**src/rtl/mem_access_unit_pkg.sv**
```systemverilog
// Shared encodings for the load/store unit: request ops, memory write modes,
// fault codes, FSM state constants and small request-decode helpers.
package mem_access_unit_pkg;

  localparam logic [3:0] OP_LB  = 4'd0;
  localparam logic [3:0] OP_LH  = 4'd1;
  localparam logic [3:0] OP_LW  = 4'd2;
  localparam logic [3:0] OP_LBU = 4'd4;
  localparam logic [3:0] OP_LHU = 4'd5;
  localparam logic [3:0] OP_SB  = 4'd8;
  localparam logic [3:0] OP_SH  = 4'd9;
  localparam logic [3:0] OP_SW  = 4'd10;

  localparam logic [1:0] WM_NONE = 2'd0;
  localparam logic [1:0] WM_BYTE = 2'd1;
  localparam logic [1:0] WM_HALF = 2'd2;
  localparam logic [1:0] WM_WORD = 2'd3;

  localparam logic [2:0] FC_NONE       = 3'd0;
  localparam logic [2:0] FC_MISALIGNED = 3'd1;
  localparam logic [2:0] FC_ACCESS     = 3'd2;
  localparam logic [2:0] FC_TIMEOUT    = 3'd3;
  localparam logic [2:0] FC_ILLEGAL    = 3'd4;

  typedef logic [2:0] state_t;
  localparam state_t ST_IDLE          = 3'd0;
  localparam state_t ST_READ_WAIT     = 3'd1;
  localparam state_t ST_WRITE_REQ     = 3'd2;
  localparam state_t ST_WRITE_RELEASE = 3'd3;
  localparam state_t ST_RESP          = 3'd4;

  function automatic logic op_legal(input logic [3:0] op);
    case (op)
      OP_LB, OP_LH, OP_LW, OP_LBU, OP_LHU, OP_SB, OP_SH, OP_SW: return 1'b1;
      default: return 1'b0;
    endcase
  endfunction

  // op[1:0] is the access size for every legal op: 0 byte, 1 half, 2 word.
  function automatic logic misaligned(input logic [1:0] size, input logic [1:0] addr_lo);
    return ((size == 2'd1) && addr_lo[0]) || ((size == 2'd2) && (addr_lo != 2'd0));
  endfunction

endpackage

```
**src/rtl/mem_access_unit_if.sv**
```systemverilog
// Request/response handshake plus data-memory bus of the load/store unit.
// Handshake: a request transfers on a clock edge where req_valid & req_ready; every accepted request yields exactly one single-cycle resp_valid pulse.
interface mem_access_unit_if;
  logic        req_valid;
  logic        req_ready;
  logic [3:0]  req_op;
  logic [31:0] req_addr;
  logic [31:0] req_wdata;
  logic        resp_valid;
  logic [31:0] resp_rdata;
  logic        resp_fault;
  logic [2:0]  resp_fault_code;
  logic [31:0] mem_address;
  logic [1:0]  mem_write_mode;
  logic [7:0]  mem_write_byte;
  logic [15:0] mem_write_half_word;
  logic [31:0] mem_write_word;
  logic        mem_error;
  logic        mem_done;
  logic [7:0]  mem_byte;
  logic [15:0] mem_half_word;
  logic [31:0] mem_word;

  modport master (
    input  req_valid, req_op, req_addr, req_wdata,
    output req_ready, resp_valid, resp_rdata, resp_fault, resp_fault_code,
    output mem_address, mem_write_mode, mem_write_byte, mem_write_half_word, mem_write_word,
    input  mem_error, mem_done, mem_byte, mem_half_word, mem_word
  );

  modport slave (
    output req_valid, req_op, req_addr, req_wdata,
    input  req_ready, resp_valid, resp_rdata, resp_fault, resp_fault_code,
    input  mem_address, mem_write_mode, mem_write_byte, mem_write_half_word, mem_write_word,
    output mem_error, mem_done, mem_byte, mem_half_word, mem_word
  );
endinterface

```
**src/rtl/mem_access_unit_load_extend.sv**
```systemverilog
// Combinational load data sizing: picks the byte/half/word read field for a
// load op and sign- or zero-extends it to 32 bits.
module mem_access_unit_load_extend
  import mem_access_unit_pkg::*;
(
  input  logic [3:0]  op_i,
  input  logic [7:0]  byte_i,
  input  logic [15:0] half_i,
  input  logic [31:0] word_i,
  output logic [31:0] data_o
);

  always_comb begin
    data_o = '0;
    case (op_i)
      OP_LB:   data_o = {{24{byte_i[7]}}, byte_i};
      OP_LBU:  data_o = {24'h0, byte_i};
      OP_LH:   data_o = {{16{half_i[15]}}, half_i};
      OP_LHU:  data_o = {16'h0, half_i};
      OP_LW:   data_o = word_i;
      default: data_o = '0;
    endcase
  end

endmodule

```
**src/rtl/mem_access_unit.sv**
```systemverilog
// Initiator-side load/store unit: turns one pipeline request into one
// data-memory transaction and returns exactly one response per request.
module mem_access_unit
  import mem_access_unit_pkg::*;
#(
  parameter logic [31:0] MEM_LIMIT      = 32'h00020000,
  parameter int unsigned READ_LATENCY   = 2,
  parameter int unsigned TIMEOUT_CYCLES = 16
) (
  input  logic                 clk,
  input  logic                 reset,
  mem_access_unit_if.master    bus,
  output logic [2:0]           dbg_state_o
);

  state_t      state_q, state_d;
  logic [3:0]  op_q, op_d;
  logic [31:0] addr_q, addr_d;
  logic [1:0]  mode_q, mode_d;
  logic [7:0]  wbyte_q, wbyte_d;
  logic [15:0] whalf_q, whalf_d;
  logic [31:0] wword_q, wword_d;
  logic [7:0]  cnt_q, cnt_d;
  logic [31:0] rdata_q, rdata_d;
  logic        fault_q, fault_d;
  logic [2:0]  code_q, code_d;

  logic [31:0] ext_data;
  logic [1:0]  req_size;

  assign req_size = bus.req_op[1:0];

  mem_access_unit_load_extend u_load_extend (
    .op_i   (op_q),
    .byte_i (bus.mem_byte),
    .half_i (bus.mem_half_word),
    .word_i (bus.mem_word),
    .data_o (ext_data)
  );

  always_comb begin
    state_d = state_q;
    op_d    = op_q;
    addr_d  = addr_q;
    mode_d  = mode_q;
    wbyte_d = wbyte_q;
    whalf_d = whalf_q;
    wword_d = wword_q;
    cnt_d   = cnt_q;
    rdata_d = rdata_q;
    fault_d = fault_q;
    code_d  = code_q;
    case (state_q)
      ST_IDLE: begin
        if (bus.req_valid) begin
          op_d    = bus.req_op;
          rdata_d = '0;
          fault_d = 1'b0;
          code_d  = FC_NONE;
          cnt_d   = '0;
          // Rejected requests leave the memory address untouched.
          if (!op_legal(bus.req_op)) begin
            fault_d = 1'b1;
            code_d  = FC_ILLEGAL;
            state_d = ST_RESP;
          end else if (misaligned(req_size, bus.req_addr[1:0])) begin
            fault_d = 1'b1;
            code_d  = FC_MISALIGNED;
            state_d = ST_RESP;
          end else if (!bus.req_op[3] && (bus.req_addr >= MEM_LIMIT)) begin
            fault_d = 1'b1;
            code_d  = FC_ACCESS;
            state_d = ST_RESP;
          end else if (!bus.req_op[3]) begin
            addr_d  = bus.req_addr;
            state_d = ST_READ_WAIT;
          end else begin
            addr_d  = bus.req_addr;
            mode_d  = req_size + 2'd1;
            wbyte_d = (req_size == 2'd0) ? bus.req_wdata[7:0]  : 8'h0;
            whalf_d = (req_size == 2'd1) ? bus.req_wdata[15:0] : 16'h0;
            wword_d = (req_size == 2'd2) ? bus.req_wdata       : 32'h0;
            state_d = ST_WRITE_REQ;
          end
        end
      end
      ST_READ_WAIT: begin
        if (cnt_q == 8'(READ_LATENCY - 1)) begin
          rdata_d = ext_data;
          state_d = ST_RESP;
        end else begin
          cnt_d = cnt_q + 8'd1;
        end
      end
      ST_WRITE_REQ: begin
        // Done is checked first so it wins over a coincident timeout.
        if (bus.mem_done) begin
          mode_d  = WM_NONE;
          wbyte_d = '0;
          whalf_d = '0;
          wword_d = '0;
          cnt_d   = '0;
          if (bus.mem_error) begin
            fault_d = 1'b1;
            code_d  = FC_ACCESS;
          end
          state_d = ST_WRITE_RELEASE;
        end else if (cnt_q == 8'(TIMEOUT_CYCLES - 1)) begin
          mode_d  = WM_NONE;
          wbyte_d = '0;
          whalf_d = '0;
          wword_d = '0;
          fault_d = 1'b1;
          code_d  = FC_TIMEOUT;
          state_d = ST_RESP;
        end else begin
          cnt_d = cnt_q + 8'd1;
        end
      end
      ST_WRITE_RELEASE: begin
        if (!bus.mem_done) begin
          state_d = ST_RESP;
        end else if (cnt_q == 8'(TIMEOUT_CYCLES - 1)) begin
          fault_d = 1'b1;
          code_d  = FC_TIMEOUT;
          state_d = ST_RESP;
        end else begin
          cnt_d = cnt_q + 8'd1;
        end
      end
      ST_RESP: begin
        cnt_d   = '0;
        state_d = ST_IDLE;
      end
      default: state_d = ST_IDLE;
    endcase
  end

  always_ff @(posedge clk or posedge reset) begin
    if (reset) begin
      state_q <= ST_IDLE;
      op_q    <= '0;
      addr_q  <= '0;
      mode_q  <= WM_NONE;
      wbyte_q <= '0;
      whalf_q <= '0;
      wword_q <= '0;
      cnt_q   <= '0;
      rdata_q <= '0;
      fault_q <= 1'b0;
      code_q  <= FC_NONE;
    end else begin
      state_q <= state_d;
      op_q    <= op_d;
      addr_q  <= addr_d;
      mode_q  <= mode_d;
      wbyte_q <= wbyte_d;
      whalf_q <= whalf_d;
      wword_q <= wword_d;
      cnt_q   <= cnt_d;
      rdata_q <= rdata_d;
      fault_q <= fault_d;
      code_q  <= code_d;
    end
  end

  // Response fields are only presented during the single RESP cycle.
  assign bus.req_ready           = (state_q == ST_IDLE);
  assign bus.resp_valid          = (state_q == ST_RESP);
  assign bus.resp_rdata          = (state_q == ST_RESP) ? rdata_q : 32'h0;
  assign bus.resp_fault          = (state_q == ST_RESP) ? fault_q : 1'b0;
  assign bus.resp_fault_code     = (state_q == ST_RESP) ? code_q  : FC_NONE;
  assign bus.mem_address         = addr_q;
  assign bus.mem_write_mode      = mode_q;
  assign bus.mem_write_byte      = wbyte_q;
  assign bus.mem_write_half_word = whalf_q;
  assign bus.mem_write_word      = wword_q;
  assign dbg_state_o             = state_q;

endmodule
```
**src/flat_wrapper.sv**
```systemverilog
// flat-port wrapper written by rule: the top's interface ports become plain ports
module mem_access_unit_flat import mem_access_unit_pkg::*;
#(
  parameter logic [31:0] MEM_LIMIT      = 32'h00020000,
  parameter int unsigned READ_LATENCY   = 2,
  parameter int unsigned TIMEOUT_CYCLES = 16
)
  (clk, reset, dbg_state_o, bus_req_valid, bus_req_op, bus_req_addr, bus_req_wdata, bus_req_ready, bus_resp_valid, bus_resp_rdata, bus_resp_fault, bus_resp_fault_code, bus_mem_address, bus_mem_write_mode, bus_mem_write_byte, bus_mem_write_half_word, bus_mem_write_word, bus_mem_error, bus_mem_done, bus_mem_byte, bus_mem_half_word, bus_mem_word);
  mem_access_unit_if bus_i ();
  input  logic clk;
  input  logic reset;
  output logic [2:0] dbg_state_o;
  input wire logic [$bits(bus_i.req_valid)-1:0] bus_req_valid;
  input wire logic [$bits(bus_i.req_op)-1:0] bus_req_op;
  input wire logic [$bits(bus_i.req_addr)-1:0] bus_req_addr;
  input wire logic [$bits(bus_i.req_wdata)-1:0] bus_req_wdata;
  output wire logic [$bits(bus_i.req_ready)-1:0] bus_req_ready;
  output wire logic [$bits(bus_i.resp_valid)-1:0] bus_resp_valid;
  output wire logic [$bits(bus_i.resp_rdata)-1:0] bus_resp_rdata;
  output wire logic [$bits(bus_i.resp_fault)-1:0] bus_resp_fault;
  output wire logic [$bits(bus_i.resp_fault_code)-1:0] bus_resp_fault_code;
  output wire logic [$bits(bus_i.mem_address)-1:0] bus_mem_address;
  output wire logic [$bits(bus_i.mem_write_mode)-1:0] bus_mem_write_mode;
  output wire logic [$bits(bus_i.mem_write_byte)-1:0] bus_mem_write_byte;
  output wire logic [$bits(bus_i.mem_write_half_word)-1:0] bus_mem_write_half_word;
  output wire logic [$bits(bus_i.mem_write_word)-1:0] bus_mem_write_word;
  input wire logic [$bits(bus_i.mem_error)-1:0] bus_mem_error;
  input wire logic [$bits(bus_i.mem_done)-1:0] bus_mem_done;
  input wire logic [$bits(bus_i.mem_byte)-1:0] bus_mem_byte;
  input wire logic [$bits(bus_i.mem_half_word)-1:0] bus_mem_half_word;
  input wire logic [$bits(bus_i.mem_word)-1:0] bus_mem_word;
  assign bus_i.req_valid = bus_req_valid;
  assign bus_i.req_op = bus_req_op;
  assign bus_i.req_addr = bus_req_addr;
  assign bus_i.req_wdata = bus_req_wdata;
  assign bus_req_ready = bus_i.req_ready;
  assign bus_resp_valid = bus_i.resp_valid;
  assign bus_resp_rdata = bus_i.resp_rdata;
  assign bus_resp_fault = bus_i.resp_fault;
  assign bus_resp_fault_code = bus_i.resp_fault_code;
  assign bus_mem_address = bus_i.mem_address;
  assign bus_mem_write_mode = bus_i.mem_write_mode;
  assign bus_mem_write_byte = bus_i.mem_write_byte;
  assign bus_mem_write_half_word = bus_i.mem_write_half_word;
  assign bus_mem_write_word = bus_i.mem_write_word;
  assign bus_i.mem_error = bus_mem_error;
  assign bus_i.mem_done = bus_mem_done;
  assign bus_i.mem_byte = bus_mem_byte;
  assign bus_i.mem_half_word = bus_mem_half_word;
  assign bus_i.mem_word = bus_mem_word;
  mem_access_unit #(.MEM_LIMIT(MEM_LIMIT), .READ_LATENCY(READ_LATENCY), .TIMEOUT_CYCLES(TIMEOUT_CYCLES)) u_core (.clk(clk), .reset(reset), .bus(bus_i), .dbg_state_o(dbg_state_o));
endmodule
```
**config.mk**
```make
export PLATFORM = sky130hd
export DESIGN_NAME = mem_access_unit_flat
export DESIGN_NICKNAME = d
export VERILOG_FILES = /design/src/rtl/mem_access_unit_pkg.sv /design/src/rtl/mem_access_unit_if.sv /design/src/rtl/mem_access_unit_load_extend.sv /design/src/rtl/mem_access_unit.sv /design/src/flat_wrapper.sv
export SDC_FILE = /design/constraint.sdc
export NUM_CORES = 1
export LEC_CHECK = 0
export CORE_AREA = 2 2 114 116
export DETAILED_ROUTE_END_ITERATION = 10
export DIE_AREA = 0 0 116 118
export DONT_BUFFER_PORTS = 1
export GPL_TIMING_DRIVEN = 0
export HOLD_SLACK_MARGIN = 0.06
export PLACE_DENSITY = 0.76
export SETUP_SLACK_MARGIN = 0.5
export SYNTH_ARGS = -nofsm -noshare
export SYNTH_HDL_FRONTEND = slang
export SYNTH_HIERARCHICAL = 1
export SYNTH_SLANG_ARGS = --single-unit
```
**constraint.sdc**
```tcl
create_clock -name clk -period 5.6 [get_ports clk]
set_input_delay 0.84 -clock clk [delete_from_list [all_inputs] [get_ports clk]]
set_output_delay 0.84 -clock clk [all_outputs]
set_load 0.01 [all_outputs]
```
==> results.md, run 1 <==
Synth:
- Of the total synthesized cell area, the portion taken by full adders, half adders and majority gates is 0.0112.
- The share of the yosys chip area belonging to registers is 0.529.
- The synthesized design contains 0 enable-type register cells.
- The most frequently used flop master after synthesis is dfrtp_1.
- After synthesis, the largest family of logic cells by area is compound AO/OA/AOI/OAI gates.
- The compound-cell area share of the yosys netlist is 0.223.
- The xor/xnor share of the synthesized area is 0.
- The mean post-synth cell area is 10.3 µm².
- Synthesis produced a netlist whose cell count is 648.
- Counting flops with an async set or reset pin after synthesis yields a share of 1.00.
- In this run, distinct cell masters in the synthesized netlist total 54.
- The synthesized cell area is 6670 µm².
- The multiplexer share of the synthesized area is 0.0645.
- The post-synthesis simple-gate area fraction is 0.135.
- When the netlist entered floorplanning its net count stood at 783.
- Counting flops and latches in the post-synthesis netlist gives 141.
- The number of warnings printed during yosys synthesis is 6.

Timing:
- The final setup skew is 0.00655 ns.
- For the pin with the worst max-slew slack, the measured transition is 1.17 ns.
- The worst max-slew margin expressed relative to the limit is 0.221.
- The final max-slew violation count is 0.
- Setup repair after global routing left no endpoint under its margin.
- Setup violations remaining at the end of the flow were counted as 0.
- Dividing the final minimum period by the clock period gives 0.692.
- The tightest hold path in the finished design has a slack of 0.323 ns.
- The number of endpoints with negative hold slack in the final report came to 0.
- Derived from the worst setup path, the maximum achievable clock frequency is 0.258 GHz.
- Counting I/O delays and the setup requirement, the final critical path takes 3.87 ns.

Routing:
- Once detail routing completed, the nets flagged for antenna violations numbered 0.
- In this run, the number of DRC markers left after iteration 0 of detailed routing was 322.
- Dividing the detail-routed wire length by the instance count gives 21.3 µm.
- The count of vias placed by the detailed router is 5227.
- The detailed-route vias per instance is 6.13.
- The total DRC errors in the routed layout is 0.
- The first-pass iteration count of the detailed router is 5.
- The aggregate routed wire length is 18200 µm.

Setup path:
- For the worst setup path, the data required time is 4.76 ns.
- Data arrives at the worst endpoint at 3.03 ns.
- In this run the worst path has a maximum fanout of 10.
- The critical path is of the reg -> out type.
- STA classifies the critical path endpoint as an output port.
- The worst setup path is launched from a register.

Power:
- The static leakage is 3.39 nW.
- Overall power consumption after layout is estimated at 0.00414 W.
- The largest voltage drop on the vdd net is 0.268 mV.
- In this run the power density over the cells is 550 nW/µm².

Finish:
- Once layout is complete, the utilization of the core stands at 0.606.
- The finished layout holds 853 standard cells, fillers aside.
- The library cell used most frequently in the layout, excluding fill and tap cells, is dfrtp_1.
- Compared with the post-synthesis result, the final layout area differs by 12.8%.
- The filler cell count in the final layout is 1037.
- The number of antenna diodes in the final layout is 0.
- The net total in the final layout is 803.
- In the final layout, the share of cells above drive strength 1 is 0.135.
- The library cells used most frequently in the layout, excluding fill and tap cells, are dfrtp_1, o21ai_0, nand2_1, and2_1, a22o_1.
- The cell area after layout is 7530 µm².

CTS:
- For this design, the CTS-stage hold fixing added 0 buffers.
- The number of cells upsized or downsized after cts is 0.
- The number of sinks handled by clock tree synthesis is 141.
- The clock root buffer is clkbuf_16.
- The TritonCTS buffer count is 17.
- The post-CTS setup buffer count is 0.
- The CTS tree is built.
- In this run the number of H-tree levels came out at 4.
- The maximum clock path buffer count is 2.
- The worst-skew pair later-pin latency is 0.41 ns.
- The CTS clock-pin slew for the worst setup and hold paths is 0.06 ns.

Floorplanning:
- The die covers 13700 µm².
- The area of the core region is 12400 µm².
- The horizontal die dimension is 116 µm.
- The die height is 118 µm.
- The number of core rows is 41.
- 260 I/O pins were placed.
- The initial core utilization is 0.538.

Placement:
- Once placement completed, the tool counted placed cells totaling 821.
- The final RePlAce weighted congestion is 0.936.
- The quantity of I/O buffers inserted on ports is 0.
- The instance area at placement is 6920 µm².
- The wire-length estimate of the detail-placed layout is 13600 µm.

GRT:
- For this run, the total global-route usage over all layers was measured as 0.265.
- The initial antenna violation count was 0.
- The wire length of the first global-routing pass is 28300 µm.
- The via count of the first global-routing pass is 5337.
- Entering global routing, the biggest net connects 91 pins.
- The total congestion overflow after global routing is 0.

Outcome:
- The run finished with clean final reports.

Hold path:
- The type of the most critical hold path is in -> async.

Run:
- Max-cap violations in this run came to 0.
## path summary, 6_finish.rpt
kind / startpoint / depth (start not counted) / slack, ns / endpoint
setup / recovery: u_core/dbg_state_o[2]$_DFFE_PP0P_ / 4 / 1.73 / bus_resp_fault_code[0]
hold reg to reg: u_core/rdata_q[8]$_DFFE_PP0P_ / 1 / 0.50 / u_core/rdata_q[8]$_DFFE_PP0P_
max in group asynchronous: reset / 2 / 4.47 / u_core/op_q[3]$_DFFE_PP0P_
min in group clk: u_core/rdata_q[8]$_DFFE_PP0P_ / 1 / 0.50 / u_core/rdata_q[8]$_DFFE_PP0P_
hold / removal: reset / 1 / 0.32 / u_core/bus.mem_address[2]$_DFFE_PP0P_
setup reg to reg: u_core/cnt_q[0]$_DFFE_PP0P_ / 8 / 3.02 / u_core/bus.mem_write_word[5]$_DFFE_PP0P_
## cell families (layout without fill, tap and decap cells)
kind of cell / count (synthesis) / count (layout)
AOI/OAI and AO/OA: 234 / 234
and+or+nand+nor: 174 / 174
DFF: 141 / 141
buffers and inverters: 54 / 87
muxes: 39 / 39
adders and majority gates: 6 / 6
## power breakdown
group	switching [W]	internal (W)
logic	0.000799	0.000480
registers	0.000376	0.00134
clock network	0.000430	0.000713
## cells in the mapped netlist (all sizes together) (8+ instances only)
cell / instances / area [µm²]
buf: 13 / 97.6
mux2: 32 / 360
inv: 8 / 30.0
nand2b: 10 / 62.6
nor2: 11 / 41.3
a221o: 9 / 90.1
o21ai: 134 / 671
a21oi: 12 / 60.1
and2: 38 / 238
nand2: 81 / 309
a22o: 33 / 289
dfrtp: 141 / 3530
a21o: 19 / 143
clkbuf: 33 / 126
## per-stage QoR
| stage | TNS (ns) | setup WS [ns] |
|---|---|---|
| after floorplan | 0 | 0.979 |
| after global routing | 0 | 1.43 |
| after global placement | -39.21 | -0.289 |
| after detailed placement | 0 | 2.10 |
| after CTS | 0 | 1.64 |
| final | 0 | 1.73 |
## critical path: stages (launching register included)
cell and delay (ns):
dfrtp_1 0.42, clkbuf_1 0.40, nor3b_1 0.99, clkbuf_1 0.52, and2_1 0.30
## final cells by class
| type | count | area, µm² | area share |
|---|---|---|---|
| Multi-Input combinational cell | 453 | 2890 | 0.384 |
| Clock inverter | 14 | 168 | 0.0223 |
| Sequential cell | 141 | 3530 | 0.469 |
| Buffer | 46 | 224 | 0.0297 |
| Timing Repair Buffer | 1 | 27.5 | 0.00366 |
| Clock buffer | 18 | 439 | 0.0583 |
| Tap cell | 172 | 215 | 0.0286 |
| Inverter | 8 | 35.0 | 0.00465 |
## state kept, by name (all words and copies together) (netlist names), 2 cells and up
register                        count
u_core/bus.mem_write_half_word     16
u_core/cnt_q                        8
u_core/bus.mem_write_byte           8
u_core/bus.mem_address             32
u_core/op_q                         4
u_core/bus.mem_write_mode           2
u_core/code_q                       3
u_core/bus.mem_write_word          32
u_core/rdata_q                     32
u_core/dbg_state_o                  3
## per-layer routing
layer  GRT usage  wire (µm)  vias to the layer above
met5           0          0                        -
met4       0.106        529                        0
met3      0.0917       1830                       37
met2       0.441       8960                      299
met1       0.313       6840                     2536
li1            -          -                     2355
Power figures use the tool's default switching activity.
==> run 2, diff against run 1 <==
==> constraint.sdc (replaced) <==
create_clock -name clk -period 3.6 [get_ports clk]
set_input_delay 0.54 -clock clk [delete_from_list [all_inputs] [get_ports clk]]
set_output_delay 0.54 -clock clk [all_outputs]
set_load 0.01 [all_outputs]
==> run 2 against run 1 <==
Net effect:
- sequential cell count did not move
- setup slack got worse by 1.0 ns
- hold slack got worse by 0.10 ns
- combinational power rose by 57%
- critical path depth did not move
- via count rose by 0.48%
- routed wire length rose by 0.28%
- design area rose by 1.6%
- non-clock buffer count rose by 3
- global-route usage rose by 0.47 points
- clock-buffer cell count did not move
- critical endpoint unchanged
==> results.md, run 2 (synthesis results as in run 1) <==
Outcome:
- The flow ran to the end, and the final reports show no timing, DRC or antenna violations.

Routing:
- The total DRC errors in the routed layout is 0.
- The routed design uses 9060 µm of met2 wire.
- The first-pass iteration count of the detailed router is 5.
- The count of vias placed by the detailed router is 5252.
- The met1 routed wirelength after detailed routing is 6730 µm.
- The count of nets left with antenna violations once routing finished came out at 0.
- Wire segments on met3 add up to 1860 µm in the final route.
- The aggregate routed wire length is 18200 µm.
- The first routing iteration left 335 violations.
- The highest layer touched by signal routing is met4.
- The average routed wire per standard cell is 21.3 µm.
- Dividing the detail-routed via count by the number of cells gives 6.14.

CTS:
- The H-tree was split into 4 levels.
- In this run the deepest clock path goes through 2 buffers.
- The TritonCTS buffer count is 17.
- The CTS clock-pin slew for the worst setup and hold paths is 0.06 ns.
- The CTS tree is built.
- The tree is rooted in a clkbuf_16.
- The worst-skew pair later-pin latency is 0.42 ns.
- The number of sinks handled by clock tree synthesis is 141.

GRT:
- Entering global routing, the biggest net connects 44 pins.
- Across every metal layer, demand over resource in global routing totals 0.270.
- The via count of the first global-routing pass is 5392.
- The wire length of the first global-routing pass is 28500 µm.
- After global routing the overflow that remains totals 0.
- The initial antenna violation count was 0.

Timing:
- The final max-slew violation count came to 0.
- The part of the cycle the worst path needs is 0.808.
- Between clock sinks in the finished design, the worst skew comes to 0.00646 ns.
- The number of endpoints with negative hold slack in the final report is 0.
- Counting I/O delays and the setup requirement, the final critical path takes 2.91 ns.
- The actual slew at the worst max-slew pin is 0.723 ns.
- The count of endpoints failing setup in the final report is 0.
- Based on the critical path, the design can be clocked at up to 0.344 GHz.
- Adding up every negative setup slack in the final design gives 0 ns.
- The worst max-slew margin expressed relative to the limit is 0.515.
- Setup repair after global routing left no endpoint under its margin.

Finish:
- From synthesis to final layout, the design area changed by 14.7%.
- In the final design database the tool counted 806 nets.
- The library cells used most frequently in the layout, excluding fill and tap cells, are dfrtp_1, o21ai_0, nand2_1, and2_1, a22o_1.
- Of the cells placed in the final design, the portion with a size suffix greater than 1 is 0.140.
- The layout has 1039 filler cells.
- Leaving out fill and tap cells, the most frequent cell in the layout is dfrtp_1.
- Leaving out filler cells and counting taps, the final layout contains 856.
- The antenna diode count is 0.

Floorplanning:
- Row generation in the floorplan step produced 41 rows.
- For this configuration, the core starts out at a cell density of 0.538.
- From left edge to right edge, the die measures 116 µm.
- Measured along the y axis, the die boundary spans 118 µm.
- The area of the core region is 12400 µm².
- The die outline area is 13700 µm².
- The number of ports placed on the die boundary is 260.

Setup path:
- The critical path in this run is classified as reg -> out.
- The register-to-register path setup slack is 1.07 ns.
- The worst setup path is launched from a register.
- The delay contributed by the slowest stage of the critical path is 0.54 ns.
- For the worst setup path, the data required time is 3.06 ns.
- The largest fanout of any net on the critical path is 10.
- The critical path goes through clkbuf_1 -> nor3b_4 -> clkbuf_2 -> and2_1.
- At the worst endpoint, the arrival time is 2.37 ns.
- The type of element capturing the critical path is an output port.
- The critical-path cell with the highest stage delay is nor3b_4.

Power:
- The power density over the cells is 874 nW/µm².
- The static leakage is 3.45 nW.
- The worst-case IR drop observed on VDD is 0.433 mV.

Run:
- The max-capacitance violation count is 0.

Placement:
- Including well taps, the total number of placed cells is 823.
- The quantity of I/O buffers inserted on ports is 0.
- The post-DP HPWL is 13700 µm.
- The final RePlAce weighted congestion is 0.943.

Hold path:
- The type of the most critical hold path is in -> reg.
==> run 2: what timing repair did <==
item / CTS / global route
gates resized for setup: 2 / 2
endpoints found under the setup margin: 37 / 9
hold endpoints to repair: 16 / 0
hold buffers: 1 / 0
setup buffers: 0 / 0
==> run 2: worst paths after layout <==
check / from / end / cells after the start
max in group asynchronous: reset / u_core/dbg_state_o[0]$_DFFE_PP0P_ / 3
hold / removal: bus_req_op[0] / u_core/bus.mem_write_mode[0]$_DFFE_PP0P_ / 1
setup reg to reg: u_core/cnt_q[0]$_DFFE_PP0P_ / u_core/bus.mem_write_word[5]$_DFFE_PP0P_ / 8
setup / recovery: u_core/dbg_state_o[2]$_DFFE_PP0P_ / bus_resp_fault_code[0] / 4
min in group asynchronous: reset / u_core/bus.mem_write_word[6]$_DFFE_PP0P_ / 2
hold reg to reg: u_core/rdata_q[11]$_DFFE_PP0P_ / u_core/rdata_q[11]$_DFFE_PP0P_ / 1
==> run 2: area by class of cell <==
cell class | instances | area [µm²] | area share
sequential | 141 | 3530 | 0.461
tap | 172 | 215 | 0.0281
buffer | 46 | 225 | 0.0294
clock inverter | 14 | 238 | 0.0311
inverter | 8 | 33.8 | 0.00441
timing repair buffer | 4 | 70.1 | 0.00916
clock buffer | 18 | 439 | 0.0574
multi-input combinational | 453 | 2900 | 0.379
==> run 2: metrics by stage <==
step           utilization  worst slack, ns  power, W  instance area (µm²)  hold slack, ns
4_1_cts              0.616            0.527   0.00671                 7650           0.205
6_report             0.616            0.691   0.00668                 7650           0.222
2_1_floorplan            -             1.30   0.00405                 6680           0.463
3_3_place_gp         0.555            0.499   0.00456                 6890           0.480
3_5_place_dp         0.560            0.428   0.00467                 6950           0.464
5_1_grt              0.616            0.563   0.00707                 7650           0.210
==> run 2: worst max-delay path: cells and delay by family (launching register included) <==
kind | cells | cell delay, ns
simple gates | 2 | 0.80
flops | 1 | 0.42
buf+inv | 2 | 0.72
==> run 2: metal layers <==
metal	track usage	vias up
met5	0	-
met4	0.115	0
met3	0.0927	41
met2	0.439	301
met1	0.326	2546
li1	-	2364
==> run 2: power breakdown <==
part | switching (W) | total (W) | internal (W) | leakage [nW]
clock | 0.000679 | 0.00200 | 0.00132 | 0.331
sequential | 0.000584 | 0.00267 | 0.00209 | 1.86
combinational | 0.00126 | 0.00201 | 0.000757 | 1.26
total | 0.00252 | 0.00668 | 0.00416 | 3.45
==> run 3, diff against run 2 <==
==> constraint.sdc (replaced) <==
create_clock -name clk -period 2.9 [get_ports clk]
set_input_delay 0.435 -clock clk [delete_from_list [all_inputs] [get_ports clk]]
set_output_delay 0.435 -clock clk [all_outputs]
set_load 0.01 [all_outputs]
==> run 3 against run 2 <==
Net effect:
- clock skew up 0.0010 ns
- sequential power up 24%
- routed wire length is essentially flat
- utilization is 0.67 points higher
- critical path depth increased by 3
- non-clock buffer count rose by 4
- sequential cell count stayed put
- design area increased by 1.1%
- register-to-register slack worse by 0.50 ns
- combinational power rose by 28%
- total power up 25%
- hold slack got worse by 0.10 ns
==> results.md, run 3 (synthesis results as in run 1) <==
Timing:
- For the final database, setup skew stands at 0.00750 ns.
- The final max-slew violation count is 0.
- At the pin with the least slew margin, the transition time is 0.548 ns.
- The achievable frequency is 0.430 GHz.
- Setup violations remaining at the end of the flow were counted as 0.
- Headroom to the max-slew limit came out at 0.634.
- The number of endpoints with negative hold slack in the final report is 0.
- The part of the cycle the worst path needs is 0.802.
- The summed negative setup slack over all endpoints is 0 ns.
- Counting I/O delays and the setup requirement, the final critical path takes 2.33 ns.
- Setup repair after global routing could not meet its margin everywhere.

Floorplanning:
- The die covers 13700 µm².
- Measured along the x axis, the die boundary spans 116 µm.
- Row generation in the floorplan step produced 41 rows.
- During I/O placement, the number of pins put on the boundary was 260.
- The initial core utilization is 0.538.
- The floorplan step set the die height to 118 µm.
- In this run the standard cell core region covers 12400 µm².

Placement:
- The instance area at placement is 6950 µm².
- In this run, placement finished with an instance count of 823.
- The count of buffers added on input and output ports is 0.
- Detailed placement ended at an HPWL of 13700 µm.
- At the end of routability-driven placement, the weighted congestion stood at 0.943.

Routing:
- The first detailed-routing pass took 5 iterations.
- In the final routed layout, each cell accounts on average for 21.2 µm.
- Across all layers, the routed design uses 5268 vias.
- The number of antenna-violating nets in the routed design is 0.
- The total DRC errors in the routed layout is 0.
- After the first detailed-routing iteration, the DRC count stood at 393.
- For this block, the routed nets add up to 18200 µm of wire.
- Using the TritonRoute via totals, the vias-per-cell ratio works out to 6.13.

Finish:
- The area growth from synthesis to layout is 15.9%.
- The library cell used most frequently in the layout, excluding fill and tap cells, is dfrtp_1.
- The final cell count without fillers is 860.
- The post-layout utilization of the core is 0.623.
- The library cells used most frequently in the layout, excluding fill and tap cells, are dfrtp_1, o21ai_0, nand2_1, and2_1, o21ai_1.
- Of the cells placed in the final design, the portion with a size suffix greater than 1 is 0.173.
- The cell area after layout is 7730 µm².
- The net total in the final layout is 810.
- The antenna diode count is 0.

GRT:
- The via count of the first global-routing pass is 5390.
- The wire length of the first global-routing pass is 28500 µm.
- The all-layer global routing usage is 0.270.
- The initial antenna violation count is 0.
- The total congestion overflow after global routing is 0.
- Entering global routing, the biggest net connects 44 pins.

Run:
- The max-capacitance violation count is 0.

Setup path:
- STA classifies the critical path endpoint as a register.
- Data arrives at the worst endpoint at 2.66 ns.
- Along the worst path, the maximum fanout reaches 10.
- The launching element type of the critical path is a register.
- Data on the critical path is required at its endpoint by 3.23 ns.
- The classification of the worst setup path is reg -> reg.

CTS:
- The later pin in the worst-skew pair is clocked with a latency of 0.42 ns.
- The CTS clock-pin slew for the worst setup and hold paths is 0.06 ns.
- The H-tree was split into 4 levels.
- The CTS tree is built.
- The cell sitting at the root of the clock tree is a clkbuf_16.
- The TritonCTS buffer count is 17.
- The number of sinks handled by clock tree synthesis is 141.
- The clock passes through at most 2 buffers.

Power:
- The power density over the cells is 1080 nW/µm².
- The overall power of the completed layout is 0.00837 W.
- IR analysis of the VDD net gives a maximum drop of 0.542 mV.
- The static leakage is 3.52 nW.

Hold path:
- The type of the most critical hold path is in -> reg.

Outcome:
- The flow ran to the end, and the final reports show no timing, DRC or antenna violations.
## run 3: cell count changes in the layout (fill, tap and decap cells not counted), sizes merged
cell	change
clkbuf	-4
buf	+8
## run 3: worst paths after layout
path | from | to | slack, ns | depth (start not counted)
worst max-delay path | u_core/cnt_q[5]$_DFFE_PP0P_ | u_core/bus.mem_write_word[7]$_DFFE_PP0P_ | 0.57 | 7
worst min-delay path | bus_req_op[0] | u_core/bus.mem_write_mode[0]$_DFFE_PP0P_ | 0.12 | 1
worst max register to register | u_core/cnt_q[5]$_DFFE_PP0P_ | u_core/bus.mem_write_word[7]$_DFFE_PP0P_ | 0.57 | 7
worst min register to register | u_core/rdata_q[11]$_DFFE_PP0P_ | u_core/rdata_q[11]$_DFFE_PP0P_ | 0.49 | 1
max in group asynchronous | reset | u_core/dbg_state_o[0]$_DFFE_PP0P_ | 1.77 | 3
min in group asynchronous | reset | u_core/bus.mem_write_byte[6]$_DFFE_PP0P_ | 0.53 | 2
## run 3: metrics by stage
step | hold slack [ns] | setup WS, ns
2_1_floorplan | 0.463 | 0.702
3_5_place_dp | 0.359 | -0.167
3_3_place_gp | 0.480 | -0.0963
5_1_grt | 0.105 | 0.475
4_1_cts | 0.100 | 0.509
6_report | 0.118 | 0.574
## run 3: area by class of cell
cell class / instances / area [µm²]
Timing Repair Buffer: 8 / 100
Inverter: 8 / 33.8
Buffer: 46 / 262
Fill cell: 1040 / 4680
Multi-Input combinational cell: 453 / 2920
Clock inverter: 14 / 238
Clock buffer: 18 / 439
Sequential cell: 141 / 3530
Tap cell: 172 / 215
## run 3: worst max-delay path: stages, from the launching register on
cell	delay (ns)
dfrtp_2	0.45
nor4_4	0.37
nand2_2	0.10
a2111o_1	0.54
or2_4	0.32
buf_6	0.15
buf_6	0.14
o21ai_1	0.16
## run 3: repair_timing
action,in CTS,in global routing
pin swaps,2,4
hold endpoints to repair,16,0
hold buffers,1,0
buffers inserted,1,3
resized for setup,15,36
setup endpoints to repair,86,139
## run 3: power by group
part / switching (W) / internal, W
Clock: 0.000844 / 0.00164
Combinational: 0.00158 / 0.00100
Sequential: 0.000722 / 0.00259
## run 3: metal layers
| layer | routed length [µm] | part of all wire | vias to the layer above | global-route usage |
|---|---|---|---|---|
| met2 | 9090 | 0.50 | 282 | 0.438 |
| met1 | 6830 | 0.38 | 2578 | 0.327 |
| met3 | 1790 | 0.098 | 40 | 0.0932 |
| met4 | 506 | 0.028 | 0 | 0.115 |
| met5 | 0 | 0 | - | 0 |
| li1 | - | - | 2368 | - |
